File: src/rtl/id_stage_pipe.sv
// id_stage_pipe
//   Instruction-decode pipeline stage for an RV32/RV64 integer core. Reads the
//   register file (with same-cycle writeback bypass), decodes the instruction
//   into control bits and a sign-extended immediate, detects load-use hazards
//   against the load sitting in EX, and registers the result for EX using a
//   valid/ready handshake on both sides.
//
// Ports
//   clk, rst                 clock; asynchronous active-high reset
//   in_valid / in_ready      fetch offers an instruction / stage accepts it
//   in_instr, in_pc          offered instruction word and its PC
//   flush                    drop the held and the offered instruction
//   wb_we, wb_addr, wb_data  register-file writeback port
//   ex_load, ex_rd           EX holds a load writing ex_rd
//   out_valid / out_ready    decoded instruction valid / EX accepts it
//   out_pc, out_rs1_val, out_rs2_val, out_imm   registered PC, operands, immediate
//   out_rs1, out_rs2, out_rd                    register indices
//   out_regwrite .. out_illegal                 control bits
//   stall_cnt                saturating count of load-use bubble cycles
module id_stage_pipe #(
    parameter int XLEN  = 32,
    parameter int NREGS = 32,
    parameter int CNT_W = 16
) (
    input  logic             clk,
    input  logic             rst,
    input  logic             in_valid,
    output logic             in_ready,
    input  logic [31:0]      in_instr,
    input  logic [XLEN-1:0]  in_pc,
    input  logic             flush,
    input  logic             wb_we,
    input  logic [4:0]       wb_addr,
    input  logic [XLEN-1:0]  wb_data,
    input  logic             ex_load,
    input  logic [4:0]       ex_rd,
    output logic             out_valid,
    input  logic             out_ready,
    output logic [XLEN-1:0]  out_pc,
    output logic [XLEN-1:0]  out_rs1_val,
    output logic [XLEN-1:0]  out_rs2_val,
    output logic [XLEN-1:0]  out_imm,
    output logic [4:0]       out_rs1,
    output logic [4:0]       out_rs2,
    output logic [4:0]       out_rd,
    output logic             out_regwrite,
    output logic             out_memread,
    output logic             out_memwrite,
    output logic             out_branch,
    output logic             out_jump,
    output logic             out_illegal,
    output logic [CNT_W-1:0] stall_cnt
);

    localparam int         AW      = (NREGS > 1) ? $clog2(NREGS) : 1;
    localparam logic [5:0] NREGS_L = 6'(NREGS);

    typedef enum logic [6:0] {
        OPC_LOAD   = 7'b0000011,
        OPC_STORE  = 7'b0100011,
        OPC_OPIMM  = 7'b0010011,
        OPC_OP     = 7'b0110011,
        OPC_LUI    = 7'b0110111,
        OPC_AUIPC  = 7'b0010111,
        OPC_JAL    = 7'b1101111,
        OPC_JALR   = 7'b1100111,
        OPC_BRANCH = 7'b1100011
    } opcode_e;

    typedef enum logic [2:0] {
        IMM_Z, IMM_I, IMM_S, IMM_B, IMM_U, IMM_J
    } imm_fmt_e;

    // ------------------------------------------------------------------
    // Register file
    // ------------------------------------------------------------------
    logic [XLEN-1:0] r_regs [NREGS];
    logic            w_wb_wr;

    // Writes to x0 or to indices beyond the implemented file are ignored.
    assign w_wb_wr = wb_we && (wb_addr != 5'd0) && ({1'b0, wb_addr} < NREGS_L);

    always_ff @(posedge clk or posedge rst) begin
        if (rst) begin
            for (int unsigned i = 0; i < NREGS; i++) begin
                r_regs[i] <= '0;
            end
        end else if (w_wb_wr) begin
            r_regs[wb_addr[AW-1:0]] <= wb_data;
        end
    end

    // ------------------------------------------------------------------
    // Decode
    // ------------------------------------------------------------------
    opcode_e         w_opcode;
    imm_fmt_e        w_fmt;
    logic [4:0]      w_rs1;
    logic [4:0]      w_rs2;
    logic [4:0]      w_rd;
    logic            w_known;
    logic            w_rs1_used;
    logic            w_rs2_used;
    logic            w_rd_used;
    logic            w_rw;
    logic            w_mr;
    logic            w_mw;
    logic            w_br;
    logic            w_jp;
    logic            w_bad_idx;
    logic            w_illegal;
    logic [XLEN-1:0] w_imm;
    logic [XLEN-1:0] w_rs1_val;
    logic [XLEN-1:0] w_rs2_val;

    assign w_opcode = opcode_e'(in_instr[6:0]);
    assign w_rs1    = in_instr[19:15];
    assign w_rs2    = in_instr[24:20];
    assign w_rd     = in_instr[11:7];

    always_comb begin
        w_fmt      = IMM_Z;
        w_known    = 1'b1;
        w_rs1_used = 1'b1;
        w_rs2_used = 1'b0;
        w_rd_used  = 1'b0;
        w_rw       = 1'b0;
        w_mr       = 1'b0;
        w_mw       = 1'b0;
        w_br       = 1'b0;
        w_jp       = 1'b0;
        case (w_opcode)
            OPC_LOAD:   begin w_fmt = IMM_I; w_rw = 1'b1; w_mr = 1'b1; w_rd_used = 1'b1; end
            OPC_STORE:  begin w_fmt = IMM_S; w_mw = 1'b1; w_rs2_used = 1'b1; end
            OPC_OPIMM:  begin w_fmt = IMM_I; w_rw = 1'b1; w_rd_used = 1'b1; end
            OPC_OP:     begin w_rw = 1'b1; w_rd_used = 1'b1; w_rs2_used = 1'b1; end
            OPC_LUI,
            OPC_AUIPC:  begin w_fmt = IMM_U; w_rw = 1'b1; w_rd_used = 1'b1; w_rs1_used = 1'b0; end
            OPC_JAL:    begin w_fmt = IMM_J; w_rw = 1'b1; w_jp = 1'b1; w_rd_used = 1'b1; w_rs1_used = 1'b0; end
            OPC_JALR:   begin w_fmt = IMM_I; w_rw = 1'b1; w_jp = 1'b1; w_rd_used = 1'b1; end
            OPC_BRANCH: begin w_fmt = IMM_B; w_br = 1'b1; w_rs2_used = 1'b1; end
            default:    w_known = 1'b0;
        endcase
    end

    always_comb begin
        case (w_fmt)
            IMM_I:   w_imm = XLEN'($signed(in_instr[31:20]));
            IMM_S:   w_imm = XLEN'($signed({in_instr[31:25], in_instr[11:7]}));
            IMM_B:   w_imm = XLEN'($signed({in_instr[31], in_instr[7], in_instr[30:25],
                                            in_instr[11:8], 1'b0}));
            IMM_U:   w_imm = XLEN'($signed({in_instr[31:12], 12'b0}));
            IMM_J:   w_imm = XLEN'($signed({in_instr[31], in_instr[19:12], in_instr[20],
                                            in_instr[30:21], 1'b0}));
            default: w_imm = '0;
        endcase
    end

    // A reduced (RV32E) file makes any referenced index >= 16 illegal.
    assign w_bad_idx = (NREGS < 32) &&
                       ((w_rs1_used && w_rs1[4]) || (w_rs2_used && w_rs2[4]) ||
                        (w_rd_used && w_rd[4]));
    assign w_illegal = !w_known || w_bad_idx;

    // Operand reads: x0 and unimplemented indices read 0; a writeback to the
    // same register in this cycle is forwarded.
    always_comb begin
        w_rs1_val = '0;
        if ((w_rs1 != 5'd0) && ({1'b0, w_rs1} < NREGS_L)) begin
            if (w_wb_wr && (wb_addr == w_rs1)) w_rs1_val = wb_data;
            else                               w_rs1_val = r_regs[w_rs1[AW-1:0]];
        end
    end

    always_comb begin
        w_rs2_val = '0;
        if ((w_rs2 != 5'd0) && ({1'b0, w_rs2} < NREGS_L)) begin
            if (w_wb_wr && (wb_addr == w_rs2)) w_rs2_val = wb_data;
            else                               w_rs2_val = r_regs[w_rs2[AW-1:0]];
        end
    end

    // ------------------------------------------------------------------
    // Handshake and hazard
    // ------------------------------------------------------------------
    logic w_hazard;
    logic w_drain;
    logic w_accept;

    logic             r_out_valid;
    logic [XLEN-1:0]  r_pc;
    logic [XLEN-1:0]  r_rs1_val;
    logic [XLEN-1:0]  r_rs2_val;
    logic [XLEN-1:0]  r_imm;
    logic [4:0]       r_rs1;
    logic [4:0]       r_rs2;
    logic [4:0]       r_rd;
    logic             r_regwrite;
    logic             r_memread;
    logic             r_memwrite;
    logic             r_branch;
    logic             r_jump;
    logic             r_illegal;
    logic [CNT_W-1:0] r_stall_cnt;

    assign w_hazard = in_valid && ex_load && (ex_rd != 5'd0) &&
                      ((w_rs1_used && (w_rs1 == ex_rd)) || (w_rs2_used && (w_rs2 == ex_rd)));
    // Output register is free this cycle (empty or being taken by EX).
    assign w_drain  = !r_out_valid || out_ready;
    assign in_ready = flush || (!w_hazard && w_drain);
    assign w_accept = in_valid && !flush && !w_hazard && w_drain;

    // Priority: flush, then accept, then drain (bubble, counted if it is a
    // load-use stall); otherwise a stalled output holds.
    always_ff @(posedge clk or posedge rst) begin
        if (rst) begin
            r_out_valid <= 1'b0;
            r_pc        <= '0;
            r_rs1_val   <= '0;
            r_rs2_val   <= '0;
            r_imm       <= '0;
            r_rs1       <= '0;
            r_rs2       <= '0;
            r_rd        <= '0;
            r_regwrite  <= 1'b0;
            r_memread   <= 1'b0;
            r_memwrite  <= 1'b0;
            r_branch    <= 1'b0;
            r_jump      <= 1'b0;
            r_illegal   <= 1'b0;
            r_stall_cnt <= '0;
        end else if (flush) begin
            r_out_valid <= 1'b0;
        end else if (w_accept) begin
            r_out_valid <= 1'b1;
            r_pc        <= in_pc;
            r_rs1_val   <= w_rs1_val;
            r_rs2_val   <= w_rs2_val;
            r_imm       <= w_imm;
            r_rs1       <= w_rs1;
            r_rs2       <= w_rs2;
            r_rd        <= w_rd;
            r_regwrite  <= w_rw && !w_illegal;
            r_memread   <= w_mr && !w_illegal;
            r_memwrite  <= w_mw && !w_illegal;
            r_branch    <= w_br && !w_illegal;
            r_jump      <= w_jp && !w_illegal;
            r_illegal   <= w_illegal;
        end else if (w_drain) begin
            r_out_valid <= 1'b0;
            if (w_hazard && (r_stall_cnt != '1)) begin
                r_stall_cnt <= r_stall_cnt + 1'b1;
            end
        end
    end

    assign out_valid    = r_out_valid;
    assign out_pc       = r_pc;
    assign out_rs1_val  = r_rs1_val;
    assign out_rs2_val  = r_rs2_val;
    assign out_imm      = r_imm;
    assign out_rs1      = r_rs1;
    assign out_rs2      = r_rs2;
    assign out_rd       = r_rd;
    assign out_regwrite = r_regwrite;
    assign out_memread  = r_memread;
    assign out_memwrite = r_memwrite;
    assign out_branch   = r_branch;
    assign out_jump     = r_jump;
    assign out_illegal  = r_illegal;
    assign stall_cnt    = r_stall_cnt;

endmodule
File: config.mk
export PLATFORM = sky130hd
export DESIGN_NAME = id_stage_pipe
export DESIGN_NICKNAME = d
export VERILOG_FILES = /design/src/rtl/id_stage_pipe.sv
export SDC_FILE = /design/constraint.sdc
export NUM_CORES = 2
export LEC_CHECK = 0
export CAP_MARGIN = 20
export CORE_MARGIN = 4
export CORE_UTILIZATION = 45
export CTS_CLUSTER_DIAMETER = 150
export DETAILED_ROUTE_END_ITERATION = 10
export PLACE_DENSITY_LB_ADDON = 0.3
export SLEW_MARGIN = 20
export SYNTH_ARGS = -nofsm -noshare
export SYNTH_HDL_FRONTEND = slang
export SYNTH_SLANG_ARGS = --single-unit
File: constraint.sdc
create_clock -name clk -period 49.4 [get_ports clk]
set_input_delay 4.94 -clock clk [delete_from_list [all_inputs] [get_ports clk]]
set_output_delay 4.94 -clock clk [all_outputs]
set_load 0.05 [all_outputs]
## Word level (Yosys, flattened, before mapping)

Cells that the tools add are included.

| word-level totals | value |
|---|---|
| logic and storage cells | 142 |
| register bits after elaboration | 1190 |
| output and inout bits | 167 |

| cells by class | value |
|---|---|
| $lt $le $gt $ge | 4 |
| bitwise operators | 5 |
| eq/ne operators | 19 |
| reduce and logical (&&, ||, !) cells | 40 |
| mux-type cells | 26 |
| $add $sub $neg | 1 |

Operators with widths:

| operator | count |
|---|---|
| $bwmux W1024 | 1 |
| $bmux W32 S5 | 2 |
| $mux W32 | 9 |
| $demux W32 S5 | 1 |
| $pmux W32 S5 | 1 |
| $eq A7 B6 Y1 const B | 3 |
| $eq A7 B7 Y1 const B | 3 |
| $eq A5 B5 Y1 | 4 |
| $reduce_bool A5 Y1 | 4 |
| $logic_and A1 B1 Y1 | 19 |
| $ge A6 B6 Y1 const B | 3 |
| $not A5 Y6 | 3 |
| $add A16 B1 Y16 const B | 1 |
| $ne A16 B16 Y1 const B | 1 |
| $pmux W3 S5 | 1 |
| $eq A7 B5 Y1 const B | 2 |
| $mux W1 | 11 |
| $reduce_or A3 Y1 | 3 |
| $reduce_or A9 Y1 | 1 |
| $eq A7 B2 Y1 const B | 1 |
| $reduce_or A7 Y1 | 1 |
| $eq A3 B2 Y1 const B | 2 |
| $eq A3 B3 Y1 const B | 2 |
| $lt A6 B1 Y1 const B | 1 |
| other kinds (8) | 15 |

## Logic depth before layout (Yosys ltp)

| depth | value |
|---|---|
| word-level depth | 11 |
| mapped depth | 11 |
| mapped depth without buffers | 7 |

## Least setup slack after synthesis

No wires, ideal clock.

| timing | value |
|---|---|
| kind | input -> output |
| from | input port in_instr[23] |
| to | output port in_ready |
| required time | 44.460 ns |
| slack | 38.185 ns |
| buffers on the path | 2 |
| stages on the path | 6 |
| data arrival time | 6.275 ns |
| cell sequence | clkbuf_1 -> xnor2_1 -> nand2_1 -> or4_1 -> buf_2 -> a31o_2 |

| between the ends | value |
|---|---|
| longest elaborated chain between the ends | 7 |

RTL lines:

| element | RTL line | RTL |
|---|---|---|
| start, declared | 29 | `input logic [31:0] in_instr,` |
| $eq A5 B5 Y1 | 207 | `((w_rs1_used && (w_rs1 == ex_rd)) \|\| (w_rs2_used && (w_rs2 == ex_rd)));` |
| $logic_and A1 B1 Y1 | 207 |  |
| $logic_or A1 B1 Y1 | 207 |  |
| $logic_and A1 B1 Y1 | 206 | `assign w_hazard = in_valid && ex_load && (ex_rd != 5'd0) &&` |
| $logic_not A1 Y1 | 210 | `assign in_ready = flush \|\| (!w_hazard && w_drain);` |
| $logic_and A1 B1 Y1 | 210 |  |
| $logic_or A1 B1 Y1 | 210 |  |
| end, declared | 28 | `output logic in_ready,` |

Every way passes these cells.

## Worst setup path after layout

| timing | value |
|---|---|
| from | input port in_instr[6] |
| to | output port in_ready |

| between the ends | value |
|---|---|
| longest elaborated chain between the ends | 9 |

RTL lines:

| element | RTL line | RTL |
|---|---|---|
| $eq A7 B7 Y1, or another cell as far along | 132 | `case (w_opcode)` |
| $reduce_or A3 Y1 (no source line) | -- |  |
| $mux W1 | 132 |  |
| $logic_and A1 B1 Y1 | 207 |  |
| $logic_or A1 B1 Y1 (*) | 207 |  |
| $logic_and A1 B1 Y1 (*) | 206 |  |
| $logic_not A1 Y1 (*) | 210 |  |
| $logic_and A1 B1 Y1 (*) | 210 |  |
| $logic_or A1 B1 Y1 (*) | 210 |  |

Mark *: on every way between the ends. The rest lies on a longest branch, timed or not.

==> results.md <==
| Metric | Reported |
|:---|:---|
| F_max | 77.4 MHz |
| I/O Buffers | 279 |
| Setup repair after global routing missed its margin | false |
| Final worst setup slack | 36.49 ns |
| Area used by sequential logic in the layout | 0.0298 sq mm |
| Drt via density | 6.50 |
| Global router's overall resource usage | 27.8% |
| Crit path launch type | input pin |
| Cts repair resizes | 0 |
| Setup Skew | 0.0261 ns |
| Reported leakage power | 30.1 nW |
| Global placer's final weighted congestion | 0.859 |
| Clock power frac | 34.6% |
| Cell Count Post-Placement | 6,108 |
| Number of standard cells in the layout, taps in and fillers out | 6,347 |
| H-Tree Level Count | 4 |
| Post-synth ARST share | 100% |
| # fillers | 11,463 |
| Pre-CTS setup slack | 36.56 ns |
| Power per standard cell area | 41.3 mW/mm^2 |
| Net Sw Frac | 28.3% |
| Slowest stage cell, crit path | sky130_fd_sc_hd__clkdlybuf4s50_1 |
| Die outline area | 0.142 sq mm |
| Final period demand of the worst path | 12.91 ns |
| Worst Tran Pin Value | 1.19 ns |
| Biggest cell delay along the critical path | 0.80 ns |
| Multi-input combinational cell area | 0.0296 sq mm |
| Synth Register Bits | 1,190 |
| Top Family by Delay on Critical Path | buffers and inverters |
| Net count of the finished layout | 4,578 |
| Setup crit end kind | output port |
| Final Cell Area | 0.0698 sq mm |
| Top cells by area, synth | sky130_fd_sc_hd__dfrtp_1, sky130_fd_sc_hd__mux2_2, sky130_fd_sc_hd__mux4_2 |
| Syn Nets | 4,510 |
| Vias post-DR | 41,281 |
| Slew HR | 20.6% |
| Hold_buf cts | 0 |
| Count of flip-flops with a built-in enable after synthesis | 0 |
| WL final | 199 mm |
| Critical Path RT | 44.46 ns |
| Floorplan row count | 135 |
| Post-synth top flop | sky130_fd_sc_hd__dfrtp_1 |
| Area Growth Syn to Fin | 14.0% |
| Post-CTS Repair Setup Buffers | 0 |
| Wire length of the first global-routing pass | 290 mm |
| Arrival time worst endpoint | 7.97 ns |
| Number of unique standard cell types used by synthesis | 65 |
| Number of global-route vias before repair | 41,620 |
| Largest voltage drop on the vdd net | 0.0265 mV |
| Result of the run | finished, final reports clean |
| Core region area | 0.135 sq mm |
| Max_cap viols | 0 |
| Gate count after technology mapping | 4,396 |
| Average cell area after synthesis | 13.9 sq um |
| Violation count after the first detailed-route iteration | 4,413 |
| Tightest hold margin | 0.396 ns |
| Number of iterations in the first detailed-routing pass | 5 |
| Switching Power | 0.818 mW |
| Warnings from Yosys | 0 |
| Proportion of layout cells with a drive suffix above 1 | 41.6% |
| Dpl hpwl | 116 mm |
| Utilization after layout | 51.6% |
| Area share of the largest cell type after synthesis | 48.6% |
| Die W | 377 um |
| Cell area after technology mapping | 0.0613 sq mm |
| Drt drc | 0 |
| Clock transition at the register clock pins on the worst setup and hold paths after CTS | 0.06 ns |
| Die H | 377 um |
| GR Overflow Total | 0 |
| Clock latency at the later pin of the worst-skew pair | 0.76 ns |
| Final-report hold violation count | 0 |
| Critical Path, Cell by Cell | clkdlybuf4s50_1, or3b_1, a21oi_1, or4_1, a31o_2, clkdlybuf4s50_1 |
| Number of antenna violations at the first check in global routing | 11 |
| Power share of the sequential group | 44.3% |
| Class of the most critical hold timing path | flip-flop to flip-flop |
| Internal Dissipation | 2.07 mW |
| Slew Limit Fails | 0 |
| Initial standard-cell utilization of the core | 45.3% |
| Most numerous cell on the critical path | sky130_fd_sc_hd__clkdlybuf4s50_1 |
| Fraction of the cycle the final worst path needs | 26.1% |
| Inserted Clock Buffers | 134 |
| Sinks on Clock Net | 1,190 |
| Buffer cell driving the clock tree root | sky130_fd_sc_hd__clkbuf_16 |
| Number of failing setup endpoints in the final timing report | 0 |
| Pin count of the biggest net entering global routing | 154 |
| Start-to-end type of the worst setup path | input pin to output port |
| CP bufs+invs | 2 |
| Sequential fraction of the synthesis area | 48.6% |
| Worst-path fanout max | 11 |
| Total power consumption of the routed design | 2.89 mW |
| Combinational Power Share | 21.2% |
| Setup Total Neg Slack | 0 ns |
| Boundary Pins | 280 |
| Antenna-violating nets left | 0 |
| Cell type with the largest total area after synthesis | sky130_fd_sc_hd__dfrtp_1 |
| CTS tree | done |
| Instance area at placement | 0.0655 sq mm |
| Routed length per placed instance | 31.3 um |
| Number of buffers on the longest clock path | 3 |
## worst paths after layout
| path | cells past startpoint | endpoint | startpoint | slack (ns) |
|---|---|---|---|---|
| worst max-delay path | 6 | in_ready | in_instr[6] | 36.49 |
| worst min-delay path | 0 | r_regs[1021]$_DFFE_PP0P_ | r_regs[1021]$_DFFE_PP0P_ | 0.40 |
| worst max register to register | 7 | out_rs1_val[26]$_DFFE_PP0P_ | out_valid$_DFFE_PP0P_ | 46.31 |
| worst min register to register | 0 | r_regs[1021]$_DFFE_PP0P_ | r_regs[1021]$_DFFE_PP0P_ | 0.40 |
| max in group asynchronous | 5 | r_regs[303]$_DFFE_PP0P_ | rst | 41.27 |
| min in group asynchronous | 2 | out_rs2_val[2]$_DFFE_PP0P_ | rst | 4.81 |
## area by class of cell
class	count	share of cell area [%]
inverter	11	0.0717
clock buffer	190	5.63
timing repair buffer	405	5.53
antenna	10	0.0358
tap	1781	3.19
clock inverter	38	0.572
sequential	1190	42.6
multi-input combinational	2722	42.3
## placed cells by master, fill, tap and decap left out, types with 29 or more instances in the layout
master                            instances
sky130_fd_sc_hd__mux2i_1                118
sky130_fd_sc_hd__nor2_1                  64
sky130_fd_sc_hd__clkbuf_16              138
sky130_fd_sc_hd__o22a_1                  30
sky130_fd_sc_hd__a22oi_1                 87
sky130_fd_sc_hd__o22ai_1                 48
sky130_fd_sc_hd__mux2_2                1069
sky130_fd_sc_hd__o221ai_1                34
sky130_fd_sc_hd__a221o_1                 32
sky130_fd_sc_hd__a21oi_1                 47
sky130_fd_sc_hd__nand3_1                 35
sky130_fd_sc_hd__mux4_2                 420
sky130_fd_sc_hd__nor4_1                  47
sky130_fd_sc_hd__nand2_1                244
sky130_fd_sc_hd__and2_1                  78
sky130_fd_sc_hd__a211oi_1                64
sky130_fd_sc_hd__buf_4                  117
sky130_fd_sc_hd__dfrtp_1               1190
sky130_fd_sc_hd__clkbuf_8                29
sky130_fd_sc_hd__clkdlybuf4s50_1        267
sky130_fd_sc_hd__o21ai_0                 77
## cell families (layout without fill, tap and decap cells)
group                    count (synthesis)  in the layout  share of synthesized area [%]
flip-flops                            1190           1190                           48.6
multiplexers                          1613           1613                           37.1
AO/OA/AOI/OAI                          491            491                           5.70
XOR/XNOR                                35             35                          0.500
adder cells (fa/ha/maj)                  1              1                         0.0204
AND/OR/NAND/NOR                        582            582                           4.58
other                                    0             10                              0
buffers and inverters                  484            644                           3.50
## state kept, by name (all words and copies together), names as in the netlist, 5 cells and up
name	flops
out_pc	32
out_imm	32
stall_cnt	16
out_rs2	5
r_regs	1024
out_rs2_val	32
out_rs1_val	32
out_rd	5
out_rs1	5
## power by group through the flow
stage,clock (mW),sequential (mW),combinational [mW]
floorplan,0,1.32,0.402
finish,0.998,1.28,0.611
CTS,1.01,1.27,0.613
global placement,0,1.28,0.599
global route,1.06,1.30,0.652
detailed placement,0,1.29,0.610
## worst reg2reg max path, cell delays in order (launching register included)
cell and delay [ns]:
sky130_fd_sc_hd__dfrtp_1 0.37, sky130_fd_sc_hd__nand2b_1 0.11, sky130_fd_sc_hd__nor2b_1 0.41, sky130_fd_sc_hd__and3_1 0.26
sky130_fd_sc_hd__nand4_1 0.13, sky130_fd_sc_hd__buf_4 0.43, sky130_fd_sc_hd__nor4_1 1.09, sky130_fd_sc_hd__a221o_1 0.22
## Yosys cell counts, types with 13 or more instances
master                     number
sky130_fd_sc_hd__dfrtp_1     1190
sky130_fd_sc_hd__mux2_2      1069
sky130_fd_sc_hd__mux4_2       420
sky130_fd_sc_hd__nand2_1      261
sky130_fd_sc_hd__clkbuf_1     254
sky130_fd_sc_hd__buf_2        134
sky130_fd_sc_hd__mux2i_1      118
sky130_fd_sc_hd__a22oi_1       87
sky130_fd_sc_hd__nor2_1        80
sky130_fd_sc_hd__and2_1        79
sky130_fd_sc_hd__o21ai_0       77
sky130_fd_sc_hd__a211oi_1      64
sky130_fd_sc_hd__buf_1         50
sky130_fd_sc_hd__nor4_1        48
sky130_fd_sc_hd__o22ai_1       48
sky130_fd_sc_hd__a21oi_1       47
sky130_fd_sc_hd__nand3_1       37
sky130_fd_sc_hd__o221ai_1      34
sky130_fd_sc_hd__a221o_1       32
sky130_fd_sc_hd__o22a_1        30
sky130_fd_sc_hd__a31oi_1       27
sky130_fd_sc_hd__buf_4         27
sky130_fd_sc_hd__xnor2_1       19
sky130_fd_sc_hd__xor2_1        16
sky130_fd_sc_hd__a221oi_1      13
## layer usage
layer | part of all wire [%] | routed length [um] | GRT usage (%) | up-vias
met4 | 3.6 | 7210 | 10.4 | 2
met2 | 45 | 88600 | 41.5 | 2020
met3 | 10 | 20300 | 7.92 | 408
met1 | 42 | 82600 | 38.9 | 21991
met5 | 0.0065 | 13 | 0 | -
li1 | - | - | - | 16860
Note: power is estimated with default switching activity, not from simulation.
